<file path="src/rtl/ex_stage_pkg.sv">
// Shared constants for the Mipu EX stage: opcodes, CPU run state,
// pipeline NOP and the multiplier FSM encoding.
package ex_stage_pkg;

    localparam logic [4:0] OP_NOP   = 5'd0;
    localparam logic [4:0] OP_HALT  = 5'd1;
    localparam logic [4:0] OP_LOAD  = 5'd2;
    localparam logic [4:0] OP_STORE = 5'd3;
    localparam logic [4:0] OP_LDIH  = 5'd4;
    localparam logic [4:0] OP_ADD   = 5'd5;
    localparam logic [4:0] OP_ADDI  = 5'd6;
    localparam logic [4:0] OP_ADDC  = 5'd7;
    localparam logic [4:0] OP_SUB   = 5'd8;
    localparam logic [4:0] OP_SUBI  = 5'd9;
    localparam logic [4:0] OP_SUBC  = 5'd10;
    localparam logic [4:0] OP_CMP   = 5'd11;
    localparam logic [4:0] OP_AND   = 5'd12;
    localparam logic [4:0] OP_OR    = 5'd13;
    localparam logic [4:0] OP_XOR   = 5'd14;
    localparam logic [4:0] OP_SLL   = 5'd15;
    localparam logic [4:0] OP_SRL   = 5'd16;
    localparam logic [4:0] OP_SLA   = 5'd17;
    localparam logic [4:0] OP_SRA   = 5'd18;
    localparam logic [4:0] OP_JUMP  = 5'd19;
    localparam logic [4:0] OP_JMPR  = 5'd20;
    localparam logic [4:0] OP_BZ    = 5'd21;
    localparam logic [4:0] OP_BNZ   = 5'd22;
    localparam logic [4:0] OP_BN    = 5'd23;
    localparam logic [4:0] OP_BNN   = 5'd24;
    localparam logic [4:0] OP_BC    = 5'd25;
    localparam logic [4:0] OP_BNC   = 5'd26;
    localparam logic [4:0] OP_MUL   = 5'd27;

    localparam logic CPU_IDLE = 1'b0;
    localparam logic CPU_EXEC = 1'b1;

    localparam logic [15:0] NOP = 16'h0000;

    typedef enum logic {
        MUL_IDLE = 1'b0,
        MUL_MULT = 1'b1
    } mul_state_t;

endpackage

</file>
<file path="src/rtl/ex_stage_mul16_iter.sv">
// Iterative 16x16 shift-add multiplier, one partial product per cycle,
// low 16 bits of the product kept. Only instantiated when MUL_EN is defined.
module mul16_iter
    import ex_stage_pkg::*;
(
    input  logic        clock,
    input  logic        reset,
    input  logic        enable,
    input  logic        start,
    input  logic [15:0] multiplicand,
    input  logic [15:0] multiplier,
    output logic        active,
    output logic        busy,
    output logic        done,
    output logic [15:0] product
);

    mul_state_t  state_q;
    mul_state_t  state_d;
    logic [15:0] mcand;
    logic [15:0] mplier;
    logic [15:0] acc;
    logic [15:0] addend;
    logic [3:0]  count;
    logic        last;

    assign last = (count == 4'd15);

    always_ff @(posedge clock or negedge reset) begin
        if (!reset) begin
            state_q <= MUL_IDLE;
        end else if (enable) begin
            state_q <= state_d;
        end
    end

    always_comb begin
        state_d = state_q;
        unique case (state_q)
            MUL_IDLE: if (start) state_d = MUL_MULT;
            MUL_MULT: if (last) state_d = MUL_IDLE;
            default:  state_d = MUL_IDLE;
        endcase
    end

    always_comb begin
        active = (state_q == MUL_MULT);
        busy   = active && !last;
        done   = active && last;
    end

    // product already includes this cycle's partial term, so it is final when done
    assign addend  = mplier[count] ? (mcand << count) : 16'h0000;
    assign product = acc + addend;

    always_ff @(posedge clock or negedge reset) begin
        if (!reset) begin
            mcand  <= '0;
            mplier <= '0;
            acc    <= '0;
            count  <= '0;
        end else if (enable) begin
            if (state_q == MUL_IDLE && start) begin
                mcand  <= multiplicand;
                mplier <= multiplier;
                acc    <= '0;
                count  <= '0;
            end else if (state_q == MUL_MULT) begin
                acc    <= product;
                count  <= count + 4'd1;
            end
        end
    end

endmodule

</file>
<file path="src/rtl/ex_stage.sv">
// Mipu EX stage: ALU, flags, branch resolve and EX/MEM register.
// Define MUL_EN to add the 16-cycle iterative multiplier and ex_busy stall.
module ex_stage
    import ex_stage_pkg::*;
(
    input  logic        clock,
    input  logic        reset,
    input  logic        state,
    input  logic [15:0] ex_ir,
    input  logic [15:0] reg_A,
    input  logic [15:0] reg_B,
    input  logic [15:0] smdr,
    output logic [15:0] mem_ir,
    output logic [15:0] reg_C,
    output logic [15:0] smdr1,
    output logic        dw,
    output logic        zf,
    output logic        nf,
    output logic        cf,
    output logic        branch_flag,
    output logic [15:0] branch_addr,
    output logic        ex_busy
);

    logic [4:0]  op;
    logic        run;
    logic [16:0] sum;
    logic [15:0] alu_c;
    logic        cf_nx;
    logic        zn_upd;
    logic        dw_nx;
    logic        taken;
    logic        mul_start;
    logic        mul_active;
    logic        mul_busy;
    logic        mul_done;
    logic [15:0] mul_product;

    assign op          = ex_ir[15:11];
    assign run         = (state == CPU_EXEC);
    assign branch_addr = reg_A + reg_B;

`ifdef MUL_EN
    logic mul_req;

    assign mul_req   = (op == OP_MUL);
    assign mul_start = run && mul_req && !mul_active;
    assign ex_busy   = (!mul_active && mul_req) || mul_busy;

    mul16_iter u_mul (
        .clock        (clock),
        .reset        (reset),
        .enable       (run),
        .start        (mul_start),
        .multiplicand (reg_A),
        .multiplier   (reg_B),
        .active       (mul_active),
        .busy         (mul_busy),
        .done         (mul_done),
        .product      (mul_product)
    );
`else
    assign mul_start   = 1'b0;
    assign mul_active  = 1'b0;
    assign mul_busy    = 1'b0;
    assign mul_done    = 1'b0;
    assign mul_product = 16'h0000;
    assign ex_busy     = 1'b0;
`endif

    always_comb begin
        sum    = '0;
        alu_c  = '0;
        cf_nx  = cf;
        zn_upd = 1'b0;
        dw_nx  = 1'b0;
        unique case (op)
            OP_ADD, OP_ADDI, OP_LDIH: begin
                sum    = {1'b0, reg_A} + {1'b0, reg_B};
                alu_c  = sum[15:0];
                cf_nx  = sum[16];
                zn_upd = 1'b1;
            end
            OP_ADDC: begin
                sum    = {1'b0, reg_A} + {1'b0, reg_B} + {16'h0000, cf};
                alu_c  = sum[15:0];
                cf_nx  = sum[16];
                zn_upd = 1'b1;
            end
            // bit 16 of the 17-bit difference is the borrow
            OP_SUB, OP_SUBI, OP_CMP: begin
                sum    = {1'b0, reg_A} - {1'b0, reg_B};
                alu_c  = sum[15:0];
                cf_nx  = sum[16];
                zn_upd = 1'b1;
            end
            OP_SUBC: begin
                sum    = {1'b0, reg_A} - {1'b0, reg_B} - {16'h0000, cf};
                alu_c  = sum[15:0];
                cf_nx  = sum[16];
                zn_upd = 1'b1;
            end
            OP_AND: begin
                alu_c  = reg_A & reg_B;
                zn_upd = 1'b1;
            end
            OP_OR: begin
                alu_c  = reg_A | reg_B;
                zn_upd = 1'b1;
            end
            OP_XOR: begin
                alu_c  = reg_A ^ reg_B;
                zn_upd = 1'b1;
            end
            OP_SLL, OP_SLA: begin
                alu_c  = reg_A << reg_B[3:0];
                zn_upd = 1'b1;
            end
            OP_SRL: begin
                alu_c  = reg_A >> reg_B[3:0];
                zn_upd = 1'b1;
            end
            OP_SRA: begin
                alu_c  = $signed(reg_A) >>> reg_B[3:0];
                zn_upd = 1'b1;
            end
            OP_LOAD: begin
                alu_c  = branch_addr;
            end
            OP_STORE: begin
                alu_c  = branch_addr;
                dw_nx  = 1'b1;
            end
            OP_JUMP, OP_JMPR, OP_BZ, OP_BNZ,
            OP_BN, OP_BNN, OP_BC, OP_BNC: begin
                alu_c  = branch_addr;
            end
            default: begin
                alu_c  = '0;
            end
        endcase
    end

    always_comb begin
        taken = 1'b0;
        unique case (op)
            OP_JUMP, OP_JMPR: taken = 1'b1;
            OP_BZ:            taken = zf;
            OP_BNZ:           taken = !zf;
            OP_BN:            taken = nf;
            OP_BNN:           taken = !nf;
            OP_BC:            taken = cf;
            OP_BNC:           taken = !cf;
            default:          taken = 1'b0;
        endcase
    end

    assign branch_flag = run && taken;

    always_ff @(posedge clock or negedge reset) begin
        if (!reset) begin
            mem_ir <= NOP;
            reg_C  <= '0;
            smdr1  <= '0;
            dw     <= 1'b0;
            zf     <= 1'b0;
            nf     <= 1'b0;
            cf     <= 1'b0;
        end else if (run) begin
            if (mul_start || mul_busy) begin
                mem_ir <= NOP;
                dw     <= 1'b0;
            end else if (mul_done) begin
                mem_ir <= ex_ir;
                reg_C  <= mul_product;
                dw     <= 1'b0;
                zf     <= (mul_product == 16'h0000);
                nf     <= mul_product[15];
            end else begin
                mem_ir <= ex_ir;
                reg_C  <= alu_c;
                smdr1  <= smdr;
                dw     <= dw_nx;
                cf     <= cf_nx;
                if (zn_upd) begin
                    zf <= (alu_c == 16'h0000);
                    nf <= alu_c[15];
                end
            end
        end
    end

endmodule

</file>
<file path="config.mk">
export PLATFORM = sky130hd
export DESIGN_NAME = ex_stage
export DESIGN_NICKNAME = d
export VERILOG_FILES = /design/src/rtl/ex_stage_pkg.sv /design/src/rtl/ex_stage_mul16_iter.sv /design/src/rtl/ex_stage.sv
export SDC_FILE = /design/constraint.sdc
export NUM_CORES = 1
export LEC_CHECK = 0
export CELL_PAD_IN_SITES_DETAIL_PLACEMENT = 1
export CELL_PAD_IN_SITES_GLOBAL_PLACEMENT = 1
export CORE_ASPECT_RATIO = 0.9
export CORE_MARGIN = 1.5
export CORE_UTILIZATION = 44
export DETAILED_ROUTE_END_ITERATION = 12
export GPL_TIMING_DRIVEN = 0
export PLACE_DENSITY = 0.91
export SLEW_MARGIN = 30
export SYNTH_ARGS = -nofsm -noshare
export SYNTH_HDL_FRONTEND = slang
export SYNTH_HIERARCHICAL = 1
export SYNTH_SLANG_ARGS = --single-unit
</file>
<file path="constraint.sdc">
create_clock -name clock -period 10.3 [get_ports clock]
set_clock_uncertainty 0.2 [all_clocks]
set_input_delay 2.06 -clock clock [delete_from_list [all_inputs] [get_ports clock]]
set_output_delay 2.06 -clock clock [all_outputs]
set_load 0.01 [all_outputs]
</file>
==> results of run 1 <==
[flip-flops by register name, summed over array words and instances, names as in the netlist]
| name | cells |
|---|---|
| mem_ir | 16 |
| reg_C | 16 |
| smdr1 | 16 |
| cf | 1 |
| dw | 1 |
| nf | 1 |
| zf | 1 |
[worst register-to-register path, delay by kind of cell, from the launching register on]
family                     cells  cell delay, ns
AOI/OAI and AO/OA              2            0.64
and+or+nand+nor                7            1.62
DFF                            1            0.58
adders and majority gates      1            0.24
muxes                          1            0.30
[per-layer routing]
metal  GRT usage  share of wire  vias up  wire length (µm)
met2      0.5969           0.46      439             14740
met1      0.4545           0.42     4128             13200
met4      0.1464          0.040        0              1279
met5           0              0        -                 0
li1            -              -     3680                 -
met3     0.05965          0.081       81              2563
[stage by stage]
| step | setup WS [ns] | instances |
|---|---|---|
| floorplan | 3.533 | 908 |
| global placement | 1.305 | 1253 |
| detailed placement | 1.238 | 1253 |
| CTS | 1.209 | 1261 |
| global route | 0.8483 | 1261 |
| finish | 1.141 | 1261 |
[placed cells by master (no fill, tap or decap), types with 15 or more instances in the layout]
cell and instances:
nor3_1 34, dfrtp_1 52, inv_1 55, nand2b_1 15
ha_1 53, a211oi_1 23, nand4_1 15, mux4_2 29
o21ai_0 38, nor2_1 101, mux2i_1 15, clkbuf_1 43
xnor2_1 15, clkdlybuf4s50_1 133, a21oi_1 50, nand2_1 53
mux2_2 40
[cell families after synthesis]
| logic type | synth area share |
|---|---|
| xor+xnor | 0.03348 |
| simple gates | 0.2327 |
| flops | 0.1732 |
| mux | 0.1669 |
| buf+inv | 0.06462 |
| compound gates | 0.2350 |
| fa+ha+maj | 0.09361 |
| other cells | 0.0004992 |
[how the worst min path moves through the flow]
stage,slack [ns],endpoint,from
after global placement,0.29,mem_ir[10],mem_ir[10]
after detailed placement,0.30,mem_ir[9],mem_ir[9]
after floorplan,0.35,mem_ir[15],mem_ir[15]
final,0.31,smdr1[6],smdr1[6]
after global routing,0.33,mem_ir[8],mem_ir[8]
after CTS,0.32,smdr1[6],smdr1[6]
[final cells by class]
type,count,share of cell area
clock buffers,5,0.01350
multi-input cells,737,0.6185
repair buffers,134,0.1444
plain buffers,63,0.02970
flip-flops and latches,52,0.1404
clock inverters,3,0.002295
inverters,56,0.02268
well taps,211,0.02848
[power groups by stage]
stage | clock network, mW | registers [mW] | logic (mW)
5_1_grt | 0.178 | 0.257 | 0.591
6_report | 0.172 | 0.255 | 0.555
2_1_floorplan | 0 | 0.264 | 0.296
4_1_cts | 0.174 | 0.254 | 0.543
3_5_place_dp | 0 | 0.258 | 0.539
3_3_place_gp | 0 | 0.252 | 0.521
==> run summary, run 1 <==
Status - finished clean
EDFF count, synth - 0
Post-CTS Setup Inserts - 0
Vias in the first global route - 8,479
Combinational Power Share - 0.565
Req. time, crit path - 8.04 ns
Num Clock Sinks - 52
FILL cells - 2,027
Share of cells above drive strength 1 - 0.1219
Cts bufs inserted - 5
Critical path's top delay family - buffers and inverters
Synth Flop Type - dfrtp_1
H-Tree Depth - 2
Num rows - 45
CP Depth - 11
Register area share after synthesis - 0.1732
R2r worst-path depth - 11
R2R Path Start - cf
Ports - 137
Area contributors post-synth - dfrtp_1 (17%), ha_1 (8.8%), mux4_2 (8.7%)
Worst skew pair latency - 0.30 ns
Area delta synth->final - 23.38%
Vias per cell - 6.604
Setup TNS - 0 ns
Final hold slack - 0.3114 ns
Starting Density - 0.4477
Drt drc - 0
Reg power frac - 0.259
Post-cts sizing count - 0
CTS tree - done
Syn. warnings - 6
Multi-input logic area - 5733 µm²
Leak - 3.658 nW
CP arrival - 6.90 ns
DR vias - 8,328
Clk pwr share - 0.175
Crit. End Element - output port
Worst-path clk slew - 0.07 ns
First-pass GRT wire length - 49.39 mm
RSZ-0062 raised after global routing - no
Critical path type - input pin to output port
DPL Wire Length - 25.42 mm
Worst-Margin Slew - 0.9069 ns
Worst Hold Class - flop to flop
Core box area - 16,780 µm²
Critical Path Start - reg_B[1]
CP max stage delay - 0.70 ns
Final #Nets - 1,171
Most frequent cell after synthesis - nor2_1
Yosys top cell area share - 0.1732
Routed Antenna Nets - 0
Synthesized area per cell - 8.273 µm²
Slew headroom - 0.3939
CP Max Fanout - 10
Pin count of the biggest net entering global routing - 53
Total die area - 17,870 µm²
Max_cap viols - 0
Slew Viols, Final - 0
Worst hold stages - 1
R2R setup slack - 6.66 ns
Period Utilization, post-route - 0.8892
Commonest cells in the netlist - nor2_1 (101), inv_1 (55), ha_1 (53), nand2_1 (53), dfrtp_1 (52)
Crit path to - branch_addr[13]
Post-synth top area cell - dfrtp_1
Initial antenna violation count - 0
DIE WIDTH - 140.7 µm
Yosys reg bits - 52
Antenna fix cells - 0
Cell Area, Placed - 9123 µm²
# port buffers - 134
Core Util, Final - 0.5524
P_int - 562.2 µW
Net Sw Frac - 0.4271
Drt pass-1 iters - 5
Crit path launch type - input pin
R2R Path End - zf
Detailed-route wire length - 31.78 mm
Synth async-reset ratio - 1.000
Iter 0 DRT Violations - 778
Crit-path cells - clkdlybuf4s50_1 -> buf_2 -> clkbuf_1 -> inv_1 -> ha_1 -> a211oi_1 -> o211ai_1 -> a21oi_1 -> o211ai_1 -> xnor2_1 -> clkdlybuf4s50_1
Cell variety after synth - 91
Final Critical Period - 9.159 ns
Placer Congestion - 0.9790
WP buf/inv - 5
Gr ovfl total - 0
Maximum vdd ir drop - 0.00006033 V
Setup violators final - 0
Chip height - 127.0 µm
Clock tree buffer depth - 2
Post-DR wirelength/cell - 25.20 µm
Power Density - 105.9 nW/µm²
Worst path slowest cell - clkdlybuf4s50_1
Hold buffer count at CTS - 0
Seq. cell area - 1301 µm²
Synthesized Nets - 1,030
Net switching power - 419.1 µW
Max Freq - 109.2 MHz
Mapped Cells - 908
Pwr Total - 981.3 µW
Mapped cell area - 7512 µm²
Total track usage - 0.3555
CTS root buf - clkbuf_16
Post-layout instance area - 9269 µm²
Fin. Hold Viols - 0
(Power assumes the default switching activity.)
==> inputs of run 2 (changes only) <==
- CORE_MARGIN: 1.5 -> 2
==> run summary, run 2 (synthesis results as in run 1) <==
Maximum vdd ir drop - 0.00006896 V
Vias per cell - 6.606
Crit. End Element - output port
R2r worst-path depth - 11
DPL Wire Length - 24.79 mm
CTS tree - done
Drt drc - 0
Hold buffer count at CTS - 0
Placer Congestion - 1.026
H-Tree Depth - 2
Antenna fix cells - 0
Final #Nets - 1,171
M1 GR Usage - 0.4412
Worst Hold Class - flop to flop
Max_cap viols - 0
R2R setup slack - 6.71 ns
Worst skew pair latency - 0.29 ns
DIE WIDTH - 141.7 µm
GR peak layer - met2
Worst-path clk slew - 0.07 ns
Share of cells above drive strength 1 - 0.1210
Initial antenna violation count - 0
R2R Path Start - cf
Clock tree buffer depth - 2
RSZ-0062 raised after global routing - no
DR vias - 8,330
Met2 usage - 0.5791
Worst-Margin Slew - 0.8461 ns
Req. time, crit path - 8.04 ns
Most common cell after layout, fill and taps aside - clkdlybuf4s50_1
Num rows - 45
Slew Viols, Final - 0
Worst path slowest cell - clkdlybuf4s50_1
Gr ovfl total - 0
CP arrival - 6.79 ns
CP max stage delay - 0.68 ns
First-pass GRT wire length - 47.66 mm
Routed Antenna Nets - 0
Post-CTS Setup Inserts - 0
Vias in the first global route - 8,156
Crit path launch type - input pin
Commonest non-fill, non-tap cells in the layout - clkdlybuf4s50_1 (133), nor2_1 (101), inv_1 (55), nand2_1 (53), ha_1 (53)
Total die area - 18,140 µm²
Leak - 3.669 nW
Detailed-route wire length - 31.08 mm
Fin. Hold Viols - 0
Power Density - 106.8 nW/µm²
Core box area - 16,780 µm²
Starting Density - 0.4477
Iter 0 DRT Violations - 712
Area delta synth->final - 23.62%
Total track usage - 0.3370
Post-cts sizing count - 0
Setup violators final - 0
Met3 usage - 0.05080
Status - finished clean
Pin count of the biggest net entering global routing - 53
Ports - 137
Num Clock Sinks - 52
CTS root buf - clkbuf_16
Largest registers - mem_ir (16), reg_C (16), smdr1 (16)
Cts bufs inserted - 5
Core Util, Final - 0.5535
Critical Path Start - reg_B[1]
Setup TNS - 0 ns
Worst hold stages - 1
CP Max Fanout - 10
Period Utilization, post-route - 0.8787
Max Freq - 110.5 MHz
# port buffers - 134
Chip height - 128.0 µm
Hold path start - smdr1[13]
Final hold slack - 0.3039 ns
Crit-path cells - clkdlybuf4s50_1 -> buf_2 -> clkbuf_1 -> inv_1 -> ha_1 -> a211oi_1 -> o211ai_1 -> a21oi_1 -> o211ai_1 -> xnor2_1 -> clkdlybuf4s50_1
Post-DR wirelength/cell - 24.65 µm
Slew headroom - 0.4325
Critical path type - input pin to output port
Final Critical Period - 9.051 ns
Drt pass-1 iters - 5
==> run 2: layer usage <==
metal	wire, µm	up-vias
met1	12760	4106
met5	0	-
li1	-	3691
met3	2747	63
met2	14620	470
met4	955	0
==> run 2: path summary, 6_finish.rpt <==
check | endpoint
max | branch_addr[13]
min | smdr1[13]
max reg2reg | zf
min reg2reg | smdr1[13]
max in group asynchronous | mem_ir[8]
min in group asynchronous | mem_ir[15]
==> run 2: worst max-delay path: cells and delay by family <==
kind / cells / cell delay, ns
buffers and inverters: 5 / 2.47
AO/OA/AOI/OAI: 4 / 1.32
adder cells (fa/ha/maj): 1 / 0.42
XOR/XNOR: 1 / 0.51
==> run 2: stage by stage <==
step                power [mW]  setup slack (ns)  cell area [µm²]  instances
finish                  0.9918             1.249             9286       1261
global route             1.040            0.9990             9286       1261
CTS                     0.9843             1.336             9286       1261
detailed placement      0.7933             1.358             9123       1253
global placement        0.7727             1.422             9117       1253
floorplan               0.5596             3.533             7512        908
==> run 2: cell type report <==
cell class / instances / area (µm²)
Buffer: 63 / 275.3
Clock buffer: 6 / 128.9
Clock inverter: 2 / 35.03
Fill cell: 2016 / 7492
Inverter: 56 / 210.2
Multi-Input combinational cell: 737 / 5733
Sequential cell: 52 / 1301
Tap cell: 211 / 264.0
Timing Repair Buffer: 134 / 1339
==> run 2: report_power, final <==
part | switching [mW] | internal (mW) | leakage (nW)
logic | 0.311 | 0.240 | 2.98
registers | 0.0217 | 0.232 | 0.611
clock network | 0.0729 | 0.114 | 0.0808
==> inputs of run 3 (changes only) <==
- CORE_MARGIN: 2 -> 10
==> run summary, run 3 (synthesis results as in run 1) <==
Maximum vdd ir drop - 0.00006601 V
Net switching power - 425.6 µW
P_int - 593.8 µW
WP buf/inv - 6
Drt drc - 0
Starting Density - 0.4462
# port buffers - 134
Period Utilization, post-route - 0.8938
Reg power frac - 0.251
Max Freq - 108.6 MHz
CP Max Fanout - 10
Routed Antenna Nets - 0
Final Critical Period - 9.206 ns
Cts bufs inserted - 5
Commonest non-fill, non-tap cells in the layout - clkdlybuf4s50_1 (133), nor2_1 (101), inv_1 (55), nand2_1 (53), ha_1 (53)
Core Util, Final - 0.5524
Core box area - 16,830 µm²
Vias per cell - 6.686
Hold Path End - smdr1[5]
Worst path slowest cell - a211oi_1
DIE WIDTH - 157.7 µm
Req. time, crit path - 8.04 ns
Num rows - 45
Vias in the first global route - 8,389
Power Density - 109.6 nW/µm²
FILL cells - 2,039
Fin. Hold Viols - 0
CP arrival - 6.95 ns
Clk pwr share - 0.197
Pin count of the biggest net entering global routing - 53
Setup violators final - 0
Critical Path Start - reg_B[1]
Worst-path clk slew - 0.07 ns
Multi-input logic area - 5733 µm²
Drt pass-1 iters - 5
Hold buffer count at CTS - 0
Status - finished clean
Total die area - 22,710 µm²
Placer Congestion - 0.9742
Initial antenna violation count - 0
Crit. End Element - output port
Iter 0 DRT Violations - 889
Final #Nets - 1,171
R2R setup slack - 6.42 ns
Max_cap viols - 0
First-pass GRT wire length - 51.02 mm
Critical path's top delay family - buffers and inverters
DR vias - 8,431
Hold path start - smdr1[5]
Area delta synth->final - 23.80%
Antenna fix cells - 0
CTS root buf - clkbuf_16
Worst Hold Class - flop to flop
Gr ovfl total - 0
Crit-path cells - clkdlybuf4s50_1 -> buf_2 -> clkbuf_1 -> inv_1 -> ha_1 -> a211oi_1 -> o211ai_1 -> a21oi_1 -> o21ai_0 -> o22ai_1 -> xnor2_1 -> inv_1 -> clkdlybuf4s50_1
Post-cts sizing count - 0
Largest registers - mem_ir (16), reg_C (16), smdr1 (16)
Net Sw Frac - 0.4175
Clock tree buffer depth - 2
Share of cells above drive strength 1 - 0.1219
Setup TNS - 0 ns
R2r worst-path depth - 11
Total track usage - 0.2882
Most common cell after layout, fill and taps aside - clkdlybuf4s50_1
R2R Path End - zf
CTS tree - done
Post-CTS Setup Inserts - 0
RSZ-0062 raised after global routing - no
DPL Wire Length - 27.03 mm
Num Clock Sinks - 52
CP max stage delay - 0.71 ns
Worst skew pair latency - 0.30 ns
Critical path type - input pin to output port
Ports - 137
Worst-Margin Slew - 0.8789 ns
Combinational Power Share - 0.553
Seq. cell area - 1301 µm²
Detailed-route wire length - 33.78 mm
Crit path launch type - input pin
Worst hold stages - 1
Slew Viols, Final - 0
H-Tree Depth - 2
Leak - 3.675 nW
Chip height - 144.0 µm
Post-DR wirelength/cell - 26.79 µm
R2R Path Start - cf
Slew headroom - 0.4126
-- run 3: changes by cell type in the layout (fill, tap and decap cells not counted) --
cell      before  now
clkinv_2       1    0
clkbuf_8       0    1
clkinv_4       0    1
clkbuf_1      44   43
-- run 3: worst max path at each step --
stage | endpoint | slack [ns] | depth (start not counted)
2_1_floorplan | branch_addr[12] | 3.53 | 9
3_3_place_gp | branch_addr[15] | 1.30 | 13
3_5_place_dp | branch_addr[15] | 1.21 | 13
4_1_cts | branch_addr[15] | 1.18 | 13
5_1_grt | branch_addr[15] | 0.94 | 13
6_report | branch_addr[15] | 1.09 | 13
-- run 3: final cells by class --
cell class              count  area share
inverters                  56     0.02260
repair buffers            134      0.1440
multi-input cells         737      0.6164
flip-flops and latches     52      0.1399
clock inverters             2    0.004171
well taps                 211     0.02839
plain buffers              63     0.02960
clock buffers               6     0.01493
-- run 3: metal layers --
layer,part of all wire,GRT usage,up-vias,routed length (µm)
met5,0,0,-,0
met4,0.039,0.1126,0,1309
met3,0.084,0.04093,90,2831
met2,0.46,0.4756,480,15440
met1,0.42,0.3715,4180,14190
li1,-,-,3681,-
-- run 3: stage by stage --
step,setup slack [ns],total power [mW],std cells,hold WS (ns),instance area (µm²)
after floorplan,3.533,0.5596,908,0.3489,7512
after global placement,1.301,0.7783,1253,0.2872,9117
after detailed placement,1.210,0.8056,1253,0.2946,9121
after CTS,1.177,1.007,1261,0.3112,9299
after global routing,0.9450,1.064,1261,0.3298,9300
final,1.094,1.019,1261,0.3094,9300
-- run 3: power groups by stage --
| stage | registers (mW) | logic, mW | clock network, mW |
|---|---|---|---|
| final | 0.255 | 0.563 | 0.201 |
| after global routing | 0.258 | 0.598 | 0.208 |
| after CTS | 0.255 | 0.552 | 0.200 |
| after detailed placement | 0.258 | 0.547 | 0 |
| after global placement | 0.252 | 0.526 | 0 |
| after floorplan | 0.264 | 0.296 | 0 |
